**src/rtl/ram_arb_pkg.sv**
```systemverilog
// Shared constants and helpers for the two-port RAM arbiter.
package ram_arb_pkg;

  localparam int RSP_LATENCY = 1;

  // Width of a client index; never below one bit so a two-client build still has a usable index.
  function automatic int client_idx_width(input int n);
    return (n > 2) ? $clog2(n) : 1;
  endfunction

endpackage

```
**src/rtl/ram_s2p1c_arbiter_if.sv**
```systemverilog
// Client/RAM bus of the arbiter. master = surroundings (clients plus RAM read data), slave = arbiter.
interface ram_s2p1c_arbiter_if #(
  parameter int NUM_CLIENTS = 4,
  parameter int WORD_WIDTH  = 8,
  parameter int WORD_COUNT  = 256
);
  localparam int ADDR_WIDTH = $clog2(WORD_COUNT);

  logic [NUM_CLIENTS-1:0]            wr_valid_i;
  logic [NUM_CLIENTS-1:0]            wr_ready_o;
  logic [NUM_CLIENTS*ADDR_WIDTH-1:0] wr_addr_i;
  logic [NUM_CLIENTS*WORD_WIDTH-1:0] wr_data_i;
  logic [NUM_CLIENTS-1:0]            rd_valid_i;
  logic [NUM_CLIENTS-1:0]            rd_ready_o;
  logic [NUM_CLIENTS*ADDR_WIDTH-1:0] rd_addr_i;
  logic [NUM_CLIENTS-1:0]            rsp_valid_o;
  logic [WORD_WIDTH-1:0]             rsp_data_o;
  logic                              ram_we_o;
  logic [ADDR_WIDTH-1:0]             ram_waddr_o;
  logic [WORD_WIDTH-1:0]             ram_wdata_o;
  logic [ADDR_WIDTH-1:0]             ram_raddr_o;
  logic [WORD_WIDTH-1:0]             ram_rdata_i;

  modport master (
    output wr_valid_i, wr_addr_i, wr_data_i, rd_valid_i, rd_addr_i, ram_rdata_i,
    input  wr_ready_o, rd_ready_o, rsp_valid_o, rsp_data_o,
           ram_we_o, ram_waddr_o, ram_wdata_o, ram_raddr_o
  );

  modport slave (
    input  wr_valid_i, wr_addr_i, wr_data_i, rd_valid_i, rd_addr_i, ram_rdata_i,
    output wr_ready_o, rd_ready_o, rsp_valid_o, rsp_data_o,
           ram_we_o, ram_waddr_o, ram_wdata_o, ram_raddr_o
  );

endinterface

```
**src/rtl/rr_arbiter.sv**
```systemverilog
// Round-robin arbiter: combinational one-hot grant from req_i and a rotating priority pointer.
module rr_arbiter
  import ram_arb_pkg::*;
#(
  parameter  int N  = 4,
  localparam int IW = client_idx_width(N)
) (
  input  logic          clk_i,
  input  logic          rst_i,
  input  logic [N-1:0]  req_i,
  output logic [N-1:0]  gnt_o,
  output logic [IW-1:0] gnt_idx_o
);

  typedef logic [N-1:0] gnt_vec_t;

  logic [IW-1:0] ptr;
  gnt_vec_t      gnt;
  logic [IW-1:0] idx;

  function automatic logic [IW-1:0] wrap_add(input logic [IW-1:0] base, input int unsigned ofs);
    int unsigned sum;
    sum = int'(base) + ofs;
    if (sum >= unsigned'(N)) sum = sum - unsigned'(N);
    return IW'(sum);
  endfunction

  // Scan from the farthest slot back to ptr so the requester nearest ptr wins.
  always_comb begin
    gnt = '0;
    idx = '0;
    if (!rst_i) begin
      for (int k = N - 1; k >= 0; k--) begin
        if (req_i[wrap_add(ptr, k)]) begin
          gnt                   = '0;
          gnt[wrap_add(ptr, k)] = 1'b1;
          idx                   = wrap_add(ptr, k);
        end
      end
    end
  end

  always_ff @(posedge clk_i) begin
    if (rst_i) begin
      ptr <= '0;
    end else if (|gnt) begin
      ptr <= wrap_add(idx, 1);
    end
  end

  assign gnt_o     = gnt;
  assign gnt_idx_o = idx;

endmodule

```
**src/rtl/ram_s2p1c_arbiter.sv**
```systemverilog
// Shares one simple dual-port RAM (registered read) between NUM_CLIENTS clients with independent
// round-robin write and read arbitration. Define RAM_S2P1C_ARBITER_BYPASS_EN for write-first collisions.
module ram_s2p1c_arbiter
  import ram_arb_pkg::*;
#(
  parameter int NUM_CLIENTS = 4,
  parameter int WORD_WIDTH  = 8,
  parameter int WORD_COUNT  = 256
) (
  input logic                clk_i,
  input logic                rst_i,
  ram_s2p1c_arbiter_if.slave bus
);

  localparam int ADDR_WIDTH = $clog2(WORD_COUNT);
  localparam int IDX_WIDTH  = client_idx_width(NUM_CLIENTS);

  logic [NUM_CLIENTS-1:0] wr_gnt;
  logic [NUM_CLIENTS-1:0] rd_gnt;
  logic [NUM_CLIENTS-1:0] rsp_sel;
  logic [IDX_WIDTH-1:0]   wr_idx;
  logic [IDX_WIDTH-1:0]   rd_idx;
  logic [ADDR_WIDTH-1:0]  waddr;
  logic [ADDR_WIDTH-1:0]  raddr;
  logic [WORD_WIDTH-1:0]  wdata;

  rr_arbiter #(.N(NUM_CLIENTS)) u_wr_arb (
    .clk_i     (clk_i),
    .rst_i     (rst_i),
    .req_i     (bus.wr_valid_i),
    .gnt_o     (wr_gnt),
    .gnt_idx_o (wr_idx)
  );

  rr_arbiter #(.N(NUM_CLIENTS)) u_rd_arb (
    .clk_i     (clk_i),
    .rst_i     (rst_i),
    .req_i     (bus.rd_valid_i),
    .gnt_o     (rd_gnt),
    .gnt_idx_o (rd_idx)
  );

  // RAM-side buses stay at zero when their port is idle.
  always_comb begin
    waddr = '0;
    wdata = '0;
    raddr = '0;
    if (|wr_gnt) begin
      waddr = bus.wr_addr_i[int'(wr_idx)*ADDR_WIDTH +: ADDR_WIDTH];
      wdata = bus.wr_data_i[int'(wr_idx)*WORD_WIDTH +: WORD_WIDTH];
    end
    if (|rd_gnt) begin
      raddr = bus.rd_addr_i[int'(rd_idx)*ADDR_WIDTH +: ADDR_WIDTH];
    end
  end

  always_ff @(posedge clk_i) begin
    if (rst_i) begin
      rsp_sel <= '0;
    end else begin
      rsp_sel <= rd_gnt;
    end
  end

  assign bus.wr_ready_o  = wr_gnt;
  assign bus.rd_ready_o  = rd_gnt;
  assign bus.ram_we_o    = |wr_gnt;
  assign bus.ram_waddr_o = waddr;
  assign bus.ram_wdata_o = wdata;
  assign bus.ram_raddr_o = raddr;
  assign bus.rsp_valid_o = rst_i ? '0 : rsp_sel;

`ifdef RAM_S2P1C_ARBITER_BYPASS_EN
  logic                  byp_hit;
  logic [WORD_WIDTH-1:0] byp_data;

  // The RAM returns the pre-write word on a same-address collision; replay the written word instead.
  always_ff @(posedge clk_i) begin
    if (rst_i) begin
      byp_hit  <= 1'b0;
      byp_data <= '0;
    end else begin
      byp_hit  <= (|wr_gnt) && (|rd_gnt) && (waddr == raddr);
      byp_data <= wdata;
    end
  end

  assign bus.rsp_data_o = byp_hit ? byp_data : bus.ram_rdata_i;
`else
  assign bus.rsp_data_o = bus.ram_rdata_i;
`endif

  a_wr_onehot: assert property (@(posedge clk_i) disable iff (rst_i) $onehot0(bus.wr_ready_o));
  a_rd_onehot: assert property (@(posedge clk_i) disable iff (rst_i) $onehot0(bus.rd_ready_o));
  a_valid_known: assert property (@(posedge clk_i) disable iff (rst_i)
    !$isunknown(bus.wr_valid_i | bus.rd_valid_i));
  a_wr_hold: assert property (@(posedge clk_i) disable iff (rst_i)
    !$past(rst_i) |-> &(bus.wr_valid_i | ~$past(bus.wr_valid_i & ~bus.wr_ready_o)));
  a_rd_hold: assert property (@(posedge clk_i) disable iff (rst_i)
    !$past(rst_i) |-> &(bus.rd_valid_i | ~$past(bus.rd_valid_i & ~bus.rd_ready_o)));
  a_rsp_latency: assert property (@(posedge clk_i) disable iff (rst_i)
    !$past(rst_i) |-> (bus.rsp_valid_o == $past(bus.rd_ready_o, RSP_LATENCY)));

endmodule

```
**src/flat_wrapper.sv**
```systemverilog
// flat-port wrapper written by rule: the top's interface ports become plain ports
module ram_s2p1c_arbiter_flat import ram_arb_pkg::*;
#(
  parameter int NUM_CLIENTS = 4,
  parameter int WORD_WIDTH  = 8,
  parameter int WORD_COUNT  = 256
)
  (clk_i, rst_i, bus_wr_valid_i, bus_wr_addr_i, bus_wr_data_i, bus_rd_valid_i, bus_rd_addr_i, bus_ram_rdata_i, bus_wr_ready_o, bus_rd_ready_o, bus_rsp_valid_o, bus_rsp_data_o, bus_ram_we_o, bus_ram_waddr_o, bus_ram_wdata_o, bus_ram_raddr_o);
  ram_s2p1c_arbiter_if #(.NUM_CLIENTS(NUM_CLIENTS), .WORD_WIDTH(WORD_WIDTH), .WORD_COUNT(WORD_COUNT)) bus_i ();
  input logic clk_i;
  input logic rst_i;
  input wire logic [$bits(bus_i.wr_valid_i)-1:0] bus_wr_valid_i;
  input wire logic [$bits(bus_i.wr_addr_i)-1:0] bus_wr_addr_i;
  input wire logic [$bits(bus_i.wr_data_i)-1:0] bus_wr_data_i;
  input wire logic [$bits(bus_i.rd_valid_i)-1:0] bus_rd_valid_i;
  input wire logic [$bits(bus_i.rd_addr_i)-1:0] bus_rd_addr_i;
  input wire logic [$bits(bus_i.ram_rdata_i)-1:0] bus_ram_rdata_i;
  output wire logic [$bits(bus_i.wr_ready_o)-1:0] bus_wr_ready_o;
  output wire logic [$bits(bus_i.rd_ready_o)-1:0] bus_rd_ready_o;
  output wire logic [$bits(bus_i.rsp_valid_o)-1:0] bus_rsp_valid_o;
  output wire logic [$bits(bus_i.rsp_data_o)-1:0] bus_rsp_data_o;
  output wire logic [$bits(bus_i.ram_we_o)-1:0] bus_ram_we_o;
  output wire logic [$bits(bus_i.ram_waddr_o)-1:0] bus_ram_waddr_o;
  output wire logic [$bits(bus_i.ram_wdata_o)-1:0] bus_ram_wdata_o;
  output wire logic [$bits(bus_i.ram_raddr_o)-1:0] bus_ram_raddr_o;
  assign bus_i.wr_valid_i = bus_wr_valid_i;
  assign bus_i.wr_addr_i = bus_wr_addr_i;
  assign bus_i.wr_data_i = bus_wr_data_i;
  assign bus_i.rd_valid_i = bus_rd_valid_i;
  assign bus_i.rd_addr_i = bus_rd_addr_i;
  assign bus_i.ram_rdata_i = bus_ram_rdata_i;
  assign bus_wr_ready_o = bus_i.wr_ready_o;
  assign bus_rd_ready_o = bus_i.rd_ready_o;
  assign bus_rsp_valid_o = bus_i.rsp_valid_o;
  assign bus_rsp_data_o = bus_i.rsp_data_o;
  assign bus_ram_we_o = bus_i.ram_we_o;
  assign bus_ram_waddr_o = bus_i.ram_waddr_o;
  assign bus_ram_wdata_o = bus_i.ram_wdata_o;
  assign bus_ram_raddr_o = bus_i.ram_raddr_o;
  ram_s2p1c_arbiter #(.NUM_CLIENTS(NUM_CLIENTS), .WORD_WIDTH(WORD_WIDTH), .WORD_COUNT(WORD_COUNT)) u_core (.clk_i(clk_i), .rst_i(rst_i), .bus(bus_i));
endmodule
```
**config.mk**
```make
export PLATFORM = sky130hd
export DESIGN_NAME = ram_s2p1c_arbiter_flat
export DESIGN_NICKNAME = d
export VERILOG_FILES = /design/src/rtl/ram_arb_pkg.sv /design/src/rtl/ram_s2p1c_arbiter_if.sv /design/src/rtl/rr_arbiter.sv /design/src/rtl/ram_s2p1c_arbiter.sv /design/src/flat_wrapper.sv
export SDC_FILE = /design/constraint.sdc
export NUM_CORES = 1
export LEC_CHECK = 0
export ABC_AREA = 1
export CAP_MARGIN = 10
export CORE_ASPECT_RATIO = 2
export CORE_MARGIN = 3
export CORE_UTILIZATION = 30
export DETAILED_ROUTE_END_ITERATION = 6
export PLACE_DENSITY = 0.73
export SYNTH_ARGS = -nofsm -noshare
export SYNTH_HDL_FRONTEND = slang
export SYNTH_SLANG_ARGS = --single-unit
```
**constraint.sdc**
```tcl
create_clock -name clk_i -period 5.36 [get_ports clk_i]
set_clock_uncertainty 0.1 [all_clocks]
set_input_delay 1.072 -clock clk_i [delete_from_list [all_inputs] [get_ports clk_i]]
set_output_delay 1.072 -clock clk_i [all_outputs]
set_load 0.05 [all_outputs]
```
==> results of run 1 <==
## flip-flops by register name, summed over array words and instances, names as in the netlist
name / count
u_core.rsp_sel: 4
u_core.u_rd_arb.ptr: 2
u_core.u_wr_arb.ptr: 2
## worst min-delay path: stages, from the launching register on
cell     delay, ps
dfxtp_1        380
inv_1          230
nand2_1         80
nand2_1         60
nor2_1          30
## layout make-up
type                    count  area [um2]  area share (%)
clock buffers               3        75.1            1.71
flip-flops and latches      8         160            3.66
inverters                 122         458            10.5
repair buffers            145        1680            38.5
multi-input cells         352        1880            42.8
well taps                 100         125            2.86
## path summary, 6_finish.rpt
check	startpoint	to	slack, ps
max	bus_wr_valid_i[3]	bus_ram_waddr_o[2]	640
min reg2reg	u_core.u_wr_arb.ptr[1]$_SDFFE_PP0P_	u_core.u_wr_arb.ptr[1]$_SDFFE_PP0P_	720
max reg2reg	u_core.u_wr_arb.ptr[0]$_SDFFE_PP0P_	u_core.u_wr_arb.ptr[1]$_SDFFE_PP0P_	2390
min	u_core.u_wr_arb.ptr[1]$_SDFFE_PP0P_	u_core.u_wr_arb.ptr[1]$_SDFFE_PP0P_	720
## cell families after synthesis
logic type,count (synthesis),synth area share (%)
AO/OA/AOI/OAI,36,7.70
adder cells (fa/ha/maj),16,7.47
buffers and inverters,150,24.1
flip-flops,8,5.97
AND/OR/NAND/NOR,300,54.8
## routing by layer
metal / track usage (%) / share of wire [%] / up-vias
li1: - / - / 1799
met1: 18.5 / 35 / 1531
met2: 34.7 / 56 / 152
met3: 2.10 / 5.7 / 24
met4: 7.30 / 2.8 / 0
met5: 0 / 0 / -
## cell usage after synthesis, drive strengths merged
cell type and n:
nand2 124, inv 122, nand3 108, nor2 42, a21oi 34, nand3b 24
buf 22, ha 16, dfxtp 8, clkbuf 6, nand4 2, o21ai 2
## metrics by stage
step	utilization [%]	cells	total power [mW]
after CTS	50.6	730	3.30
final	50.6	730	3.29
after global routing	50.6	730	3.52
after detailed placement	49.8	727	3.17
after global placement	49.8	727	3.13
after floorplan	-	510	2.06
## power by group
group	switching (mW)	leakage, nW	internal [mW]
Sequential	0.0409	0.0664	0.0874
Combinational	1.89	2.20	1.15
Clock	0.0258	0.0370	0.0959
Total	1.96	2.30	1.33
==> out/summary.txt, run 1 <==
pin slew with the least headroom to its limit: 569 ps
flops & latches, synth: 8
max-cap violations: 0
clock root buffer: clkbuf_16
Netlist cell types: 23
Fillers: 887
leak pwr: 2.30 nW
Clock transition at path regs: 30 ps
post-DR wirelength/cell: 13.2 um
hold_buf cts: 0
Residual DRC: 0
die height: 140 um
Levels on crit path: 14
Syn Std Cell Area: 2680 um2
CP max FO: 34
pwr dens: 752 nW/um2
CTS resizes: 0
worst-skew pair later-pin latency: 230 ps
initial DRC count: 207
largest net degree at the start of global routing: 44
Syn Nets: 640
# IOs: 159
endpoints failing setup: 0
total routed wirelength: 9.66 mm
H-tree depth: 1
TritonCTS clock tree: yes
FF-to-FF path depth: 14
vias in the first global route: 3253
Pins Over Slew Limit: 0
most frequent cells in the layout: clkdlybuf4s50_1, inv_1, nand2_1, nand3_1, nor2_1
Worst EP arrival: 3550 ps
CP endpoint kind: output port
RSZ-0062 raised after global routing: no
Yosys top cell area share: 18.9%
Crit Path Category: input port to output port
clock buffer depth: 2
starting density of the core: 31.0%
GRT overflow: 0
Synth Warn #: 0
Routed Antenna Nets: 0
Tmin final: 4720 ps
worst hold slack: 720 ps
Final Cell Area: 4380 um2
total negative slack: 0 ps
Vias/cell: 4.80
Cells after Synth: 510
Worst path top cell family by delay: simple AND/OR/NAND/NOR gates
critical path cell sequence: clkdlybuf4s50_1 -> inv_1 -> nand2_1 -> nand3_2 -> nand2_2 -> inv_2 -> o21ai_1 -> nand2_1 -> nand2_4 -> nand2_4 -> nand2_1 -> nand3_1 -> a21oi_1 -> buf_12
clock sink count: 8
Pre-antenna DRT Iters: 5
layout cells sized above 1: 10.3%
global-route wire length before repair: 15.0 mm
GPL Wtd Cong: 0.959
Worst Path Buf+Inv: 4
initial antenna violation count: 0
HP Class: register to register
Crit path largest cell delay: 450 ps
slowest CP cell: clkdlybuf4s50_1
status: finished clean
VDD IR-drop max: 0.503 mV
commonest non-fill, non-tap cell in the layout: clkdlybuf4s50_1
Layout area overhead: 63.3%
Rel. slew slack: 62.0%
CP most frequent cell: nand2_1
DP Worst Slack: 637 ps
GRT Resource Usage Total: 18.0%
DP HPWL: 7.70 mm
Nets: 762
Die ar.: 10200 um2
Final Cycle Share: 88.1%
Avg Inst Size Synth: 5.26 um2
worst path required time: 4190 ps
Synth area leaders: nand3_1, inv_1, nand2_1, ha_1, nand3b_1
# Post-CTS Setup Buffers: 0
cell depth of the worst min-delay path: 4
row count: 48
Hold Vio Cnt, Final: 0
total CTS buffers: 3
Seq/Total Area, Yosys: 5.97%
Core ar.: 8650 um2
placed instance area: 4300 um2
antenna fix cells: 0
Setup WS post-layout: 636 ps
Die Span X: 72.9 um
largest area contributor in the netlist: nand3_1
input/output buffers: 142
via count: 3506
CP Launch Type: input port
fmax: 212 MHz
(Power assumes the default switching activity.)
==> inputs of run 2 (changes only) <==
--- a/config.mk
+++ b/config.mk
@@ -12,6 +12,8 @@
 export CORE_UTILIZATION = 30
 export DETAILED_ROUTE_END_ITERATION = 6
 export PLACE_DENSITY = 0.73
+export RECOVER_POWER = 50
+export SETUP_SLACK_MARGIN = 0.3
 export SYNTH_ARGS = -nofsm -noshare
 export SYNTH_HDL_FRONTEND = slang
 export SYNTH_SLANG_ARGS = --single-unit
==> constraint.sdc (replaced) <==
create_clock -name clk_i -period 4.9 [get_ports clk_i]
set_clock_uncertainty 0.1 [all_clocks]
set_input_delay 0.98 -clock clk_i [delete_from_list [all_inputs] [get_ports clk_i]]
set_output_delay 0.98 -clock clk_i [all_outputs]
set_load 0.05 [all_outputs]
==> run 2 against run 1 <==
- critical path depth unchanged
- power increased by 12%
- register-to-register slack got worse by 390 ps
- clock-buffer cell count is the same
- utilization up 0.59 points
- final area increased by 1.2%
- sequential power up 10%
- critical path type unchanged
- cell count is 0.68% higher
- wire length is 4.6% higher
- clock power increased by 9.8%
- via count is 1.5% higher
- die area stayed put
==> out/summary.txt, run 2 (synthesized netlist as in run 1, its figures left out) <==
VDD IR-drop max: 0.545 mV
FF-to-FF path depth: 14
Die Span X: 72.9 um
RSZ-0062 raised after global routing: no
initial antenna violation count: 0
HP Class: register to register
input/output buffers: 142
Layout area overhead: 65.2%
total routed wirelength: 10.1 mm
worst-skew pair later-pin latency: 230 ps
pin slew with the least headroom to its limit: 574 ps
leak pwr: 2.35 nW
via count: 3557
Die ar.: 10200 um2
clock sink count: 8
TritonCTS clock tree: yes
layout cells sized above 1: 11.0%
Vias/cell: 4.84
Largest regs: u_core.rsp_sel: 4 flops, u_core.u_rd_arb.ptr: 2 flops, u_core.u_wr_arb.ptr: 2 flops
total CTS buffers: 3
CP Launch Type: input port
Biggest register: u_core.rsp_sel
most frequent cells in the layout: inv_1, nand2_1, clkdlybuf4s50_1, nand3_1, nor2_1
CP endpoint kind: output port
worst hold slack: 727 ps
# IOs: 159
Pins Over Slew Limit: 0
Tmin final: 4450 ps
pwr dens: 831 nW/um2
CP max FO: 34
status: finished clean
Nets: 767
hold_buf cts: 0
GRT overflow: 0
Worst EP arrival: 3370 ps
Rel. slew slack: 61.7%
starting density of the core: 31.0%
GPL Wtd Cong: 0.941
commonest non-fill, non-tap cell in the layout: inv_1
endpoints failing setup: 0
row count: 48
Hold Vio Cnt, Final: 0
fmax: 225 MHz
initial DRC count: 271
worst path required time: 3820 ps
antenna fix cells: 0
Core ar.: 8650 um2
Pre-antenna DRT Iters: 4
max-cap violations: 0
cell depth of the worst min-delay path: 4
Routed Antenna Nets: 0
Crit Path Category: input port to output port
total negative slack: 0 ps
post-DR wirelength/cell: 13.8 um
clock root buffer: clkbuf_16
DP HPWL: 7.95 mm
GRT Resource Usage Total: 19.1%
vias in the first global route: 3444
number of flip-flops in the largest register: 4
die height: 140 um
Residual DRC: 0
Clock transition at path regs: 40 ps
largest net degree at the start of global routing: 35
final core occ: 51.2%
H-tree depth: 1
Final Cycle Share: 90.9%
global-route wire length before repair: 16.0 mm
clock buffer depth: 2
-- run 2: report_power, final --
group          internal, mW  switching [mW]
combinational          1.28            2.13
clock                 0.105          0.0290
sequential           0.0956          0.0457
total                  1.48            2.20
-- run 2: final cells by class --
| class | count | area [um2] |
|---|---|---|
| clock buffer | 3 | 75.1 |
| fill | 875 | 4220 |
| inverter | 122 | 458 |
| multi-input combinational | 353 | 1910 |
| sequential | 8 | 160 |
| tap | 100 | 125 |
| timing repair buffer | 149 | 1700 |
-- run 2: final timing paths --
check,slack (ps),end,from
worst min register to register,730,u_core.u_wr_arb.ptr[1]$_SDFFE_PP0P_,u_core.u_wr_arb.ptr[1]$_SDFFE_PP0P_
worst max register to register,2000,u_core.u_rd_arb.ptr[1]$_SDFFE_PP0P_,u_core.u_rd_arb.ptr[1]$_SDFFE_PP0P_
worst min-delay path,730,u_core.u_wr_arb.ptr[1]$_SDFFE_PP0P_,u_core.u_wr_arb.ptr[1]$_SDFFE_PP0P_
worst max-delay path,450,bus_ram_waddr_o[5],bus_wr_valid_i[0]
-- run 2: repair_timing --
action | 4_1_cts | 5_1_grt
setup buffers | 0 | 3
setup endpoints to repair | 0 | 16
gates resized for setup | 0 | 6
hold endpoints to repair | 0 | 0
-- run 2: stage by stage --
step                      setup WS (ps)  total power, mW  std cells  instance area, um2
final                               447             3.68        735                4430
after global routing                189             3.93        735                4430
after CTS                           335             3.62        731                4380
after detailed placement            347             3.48        728                4310
after global placement              407             3.43        728                4310
after floorplan                     986             2.25        510                2680
-- run 2: worst max-delay path, stage by stage --
cell	delay, ps
clkdlybuf4s50_1	450
inv_1	50
nand2_1	90
nand3_1	110
nand2_1	220
inv_2	50
o21ai_1	150
nand2_1	230
nand2_8	190
nand2_8	160
nand2_1	110
nand3_1	110
a21oi_1	270
buf_12	180
-- run 2: per-layer routing --
layer / wire length [um] / vias to the layer above / GRT usage (%)
li1: - / 1811 / -
met5: 0 / - / 0
met3: 616 / 31 / 2.68
met2: 5500 / 140 / 35.7
met1: 3610 / 1575 / 20.6
met4: 381 / 0 / 7.68
==> inputs of run 3 (changes only) <==
--- a/config.mk
+++ b/config.mk
@@ -6,14 +6,15 @@
 export NUM_CORES = 1
 export LEC_CHECK = 0
 export ABC_AREA = 1
-export CAP_MARGIN = 10
+export CAP_MARGIN = 30
 export CORE_ASPECT_RATIO = 2
-export CORE_MARGIN = 3
+export CORE_MARGIN = 5
 export CORE_UTILIZATION = 30
 export DETAILED_ROUTE_END_ITERATION = 6
 export PLACE_DENSITY = 0.73
 export RECOVER_POWER = 50
 export SETUP_SLACK_MARGIN = 0.3
+export SKIP_LAST_GASP = 1
 export SYNTH_ARGS = -nofsm -noshare
 export SYNTH_HDL_FRONTEND = slang
 export SYNTH_SLANG_ARGS = --single-unit
==> run 3 against run 2 <==
- setup slack worse by 9.2 ps
- die area is 8.5% higher
- critical path type unchanged
- first-iteration DRC count is 14% lower
- final area is 1.6% lower
- largest power group unchanged
- utilization is 1.2 points lower
- global-route usage is 3.0 points lower
- highest routed layer unchanged
==> out/summary.txt, run 3 (synthesized netlist as in run 1, its figures left out) <==
combinational share of power: 92.3%
Setup WS post-layout: 438 ps
GPL Wtd Cong: 0.959
Layout area overhead: 62.5%
largest net degree at the start of global routing: 42
Largest regs: u_core.rsp_sel: 4 flops, u_core.u_rd_arb.ptr: 2 flops, u_core.u_wr_arb.ptr: 2 flops
Hold Vio Cnt, Final: 0
sequential share of power: 4.0%
number of flip-flops in the largest register: 4
DP HPWL: 8.09 mm
total CTS buffers: 3
CP max FO: 10
CP most frequent cell: nand2_1
worst path required time: 3820 ps
leak pwr: 2.31 nW
placed instance area: 4300 um2
Fillers: 923
Final Cell Area: 4360 um2
worst-skew pair later-pin latency: 230 ps
layout cells sized above 1: 10.0%
post-DR wirelength/cell: 13.5 um
RSZ-0062 raised after global routing: no
Routed Antenna Nets: 0
commonest non-fill, non-tap cell in the layout: inv_1
Rel. slew slack: 58.7%
row count: 48
total negative slack: 0 ps
initial antenna violation count: 0
clock sink count: 8
starting density of the core: 30.8%
most frequent cells in the layout: inv_1, nand2_1, clkdlybuf4s50_1, nand3_1, nor2_1
initial DRC count: 234
hold_buf cts: 0
max-cap violations: 0
Die ar.: 11000 um2
GRT Resource Usage Total: 16.2%
reg2reg setup slack: 2050 ps
Clock transition at path regs: 30 ps
Nets: 762
pin slew with the least headroom to its limit: 622 ps
Die Span X: 76.9 um
slowest CP cell: dlygate4sd3_1
switching share of power: 60.1%
status: finished clean
H-tree depth: 1
input/output buffers: 142
Register Area: 160 um2
Final Cycle Share: 91.1%
Worst path top cell family by delay: buffers and inverters
switching power: 2.13 mW
pwr dens: 811 nW/um2
Core ar.: 8710 um2
Tmin final: 4460 ps
total routed wirelength: 9.82 mm
P_int: 1.41 mW
multi-input logic area: 1890 um2
TritonCTS clock tree: yes
clock buffer depth: 2
DP Worst Slack: 383 ps
Worst EP arrival: 3380 ps
Worst Path Buf+Inv: 4
CP endpoint kind: output port
clock root buffer: clkbuf_16
vias in the first global route: 3331
via count: 3531
endpoints failing setup: 0
Crit Path Category: input port to output port
global-route wire length before repair: 15.1 mm
Crit path largest cell delay: 530 ps
Biggest register: u_core.rsp_sel
GRT overflow: 0
Pins Over Slew Limit: 0
# IOs: 159
Vias/cell: 4.84
Clock power frac: 3.8%
critical path cell sequence: dlygate4sd3_1 -> inv_1 -> nand2_1 -> nand3_2 -> nand2_4 -> inv_2 -> nand3_1 -> nand2_1 -> nand2_1 -> nand2_1 -> nand3_1 -> a21oi_1 -> clkbuf_1
CP Launch Type: input port
HP Class: register to register
antenna fix cells: 0
die height: 144 um
VDD IR-drop max: 0.394 mV
Pre-antenna DRT Iters: 6
fmax: 224 MHz
Residual DRC: 0
-- run 3: worst reg2reg max path: cells and delay by family, from the launching register on --
kind	cells	cell delay, ps
flip-flops	1	540
adder cells (fa/ha/maj)	1	370
AND/OR/NAND/NOR	10	1310
buffers and inverters	3	440
-- run 3: metal layers --
metal | vias to the layer above | track usage (%) | part of all wire, %
met5 | - | 0 | 0
met4 | 0 | 6.45 | 3.6
met3 | 31 | 3.07 | 6.4
met2 | 141 | 32.1 | 56
met1 | 1555 | 15.9 | 34
li1 | 1804 | - | -
-- run 3: path summary, 6_finish.rpt --
kind / start / end / cells past startpoint
worst max-delay path: bus_rd_valid_i[2] / bus_ram_raddr_o[3] / 13
worst min register to register: u_core.u_wr_arb.ptr[0]$_SDFFE_PP0P_ / u_core.u_wr_arb.ptr[0]$_SDFFE_PP0P_ / 4
worst max register to register: u_core.u_rd_arb.ptr[1]$_SDFFE_PP0P_ / u_core.u_rd_arb.ptr[0]$_SDFFE_PP0P_ / 14
worst min-delay path: u_core.u_wr_arb.ptr[0]$_SDFFE_PP0P_ / u_core.u_wr_arb.ptr[0]$_SDFFE_PP0P_ / 4
-- run 3: layout make-up --
cell class / count / area share, %
sequential: 8 / 3.68
timing repair buffer: 145 / 37.8
multi-input combinational: 352 / 43.4
tap: 100 / 2.87
clock buffer: 3 / 1.72
inverter: 122 / 10.5
-- run 3: timing repair --
item	4_1_cts	5_1_grt
buffers inserted	0	0
gates resized for setup	0	2
setup endpoints to repair	0	16
-- run 3: stage by stage --
stage / cells / hold slack (ps) / power [mW] / utilization [%]
after floorplan: 510 / 602 / 2.25 / -
after global placement: 727 / 716 / 3.43 / 49.4
after detailed placement: 727 / 745 / 3.46 / 49.4
after CTS: 730 / 752 / 3.61 / 50.2
after global routing: 730 / 810 / 3.78 / 50.0
final: 730 / 757 / 3.53 / 50.0
-- run 3: power groups by stage --
stage               clock (mW)  sequential, mW  combinational [mW]
floorplan                    0           0.127                2.12
global placement             0           0.138                3.29
detailed placement           0           0.140                3.32
CTS                      0.137           0.140                3.33
global route             0.142           0.145                3.49
finish                   0.133           0.140                3.26
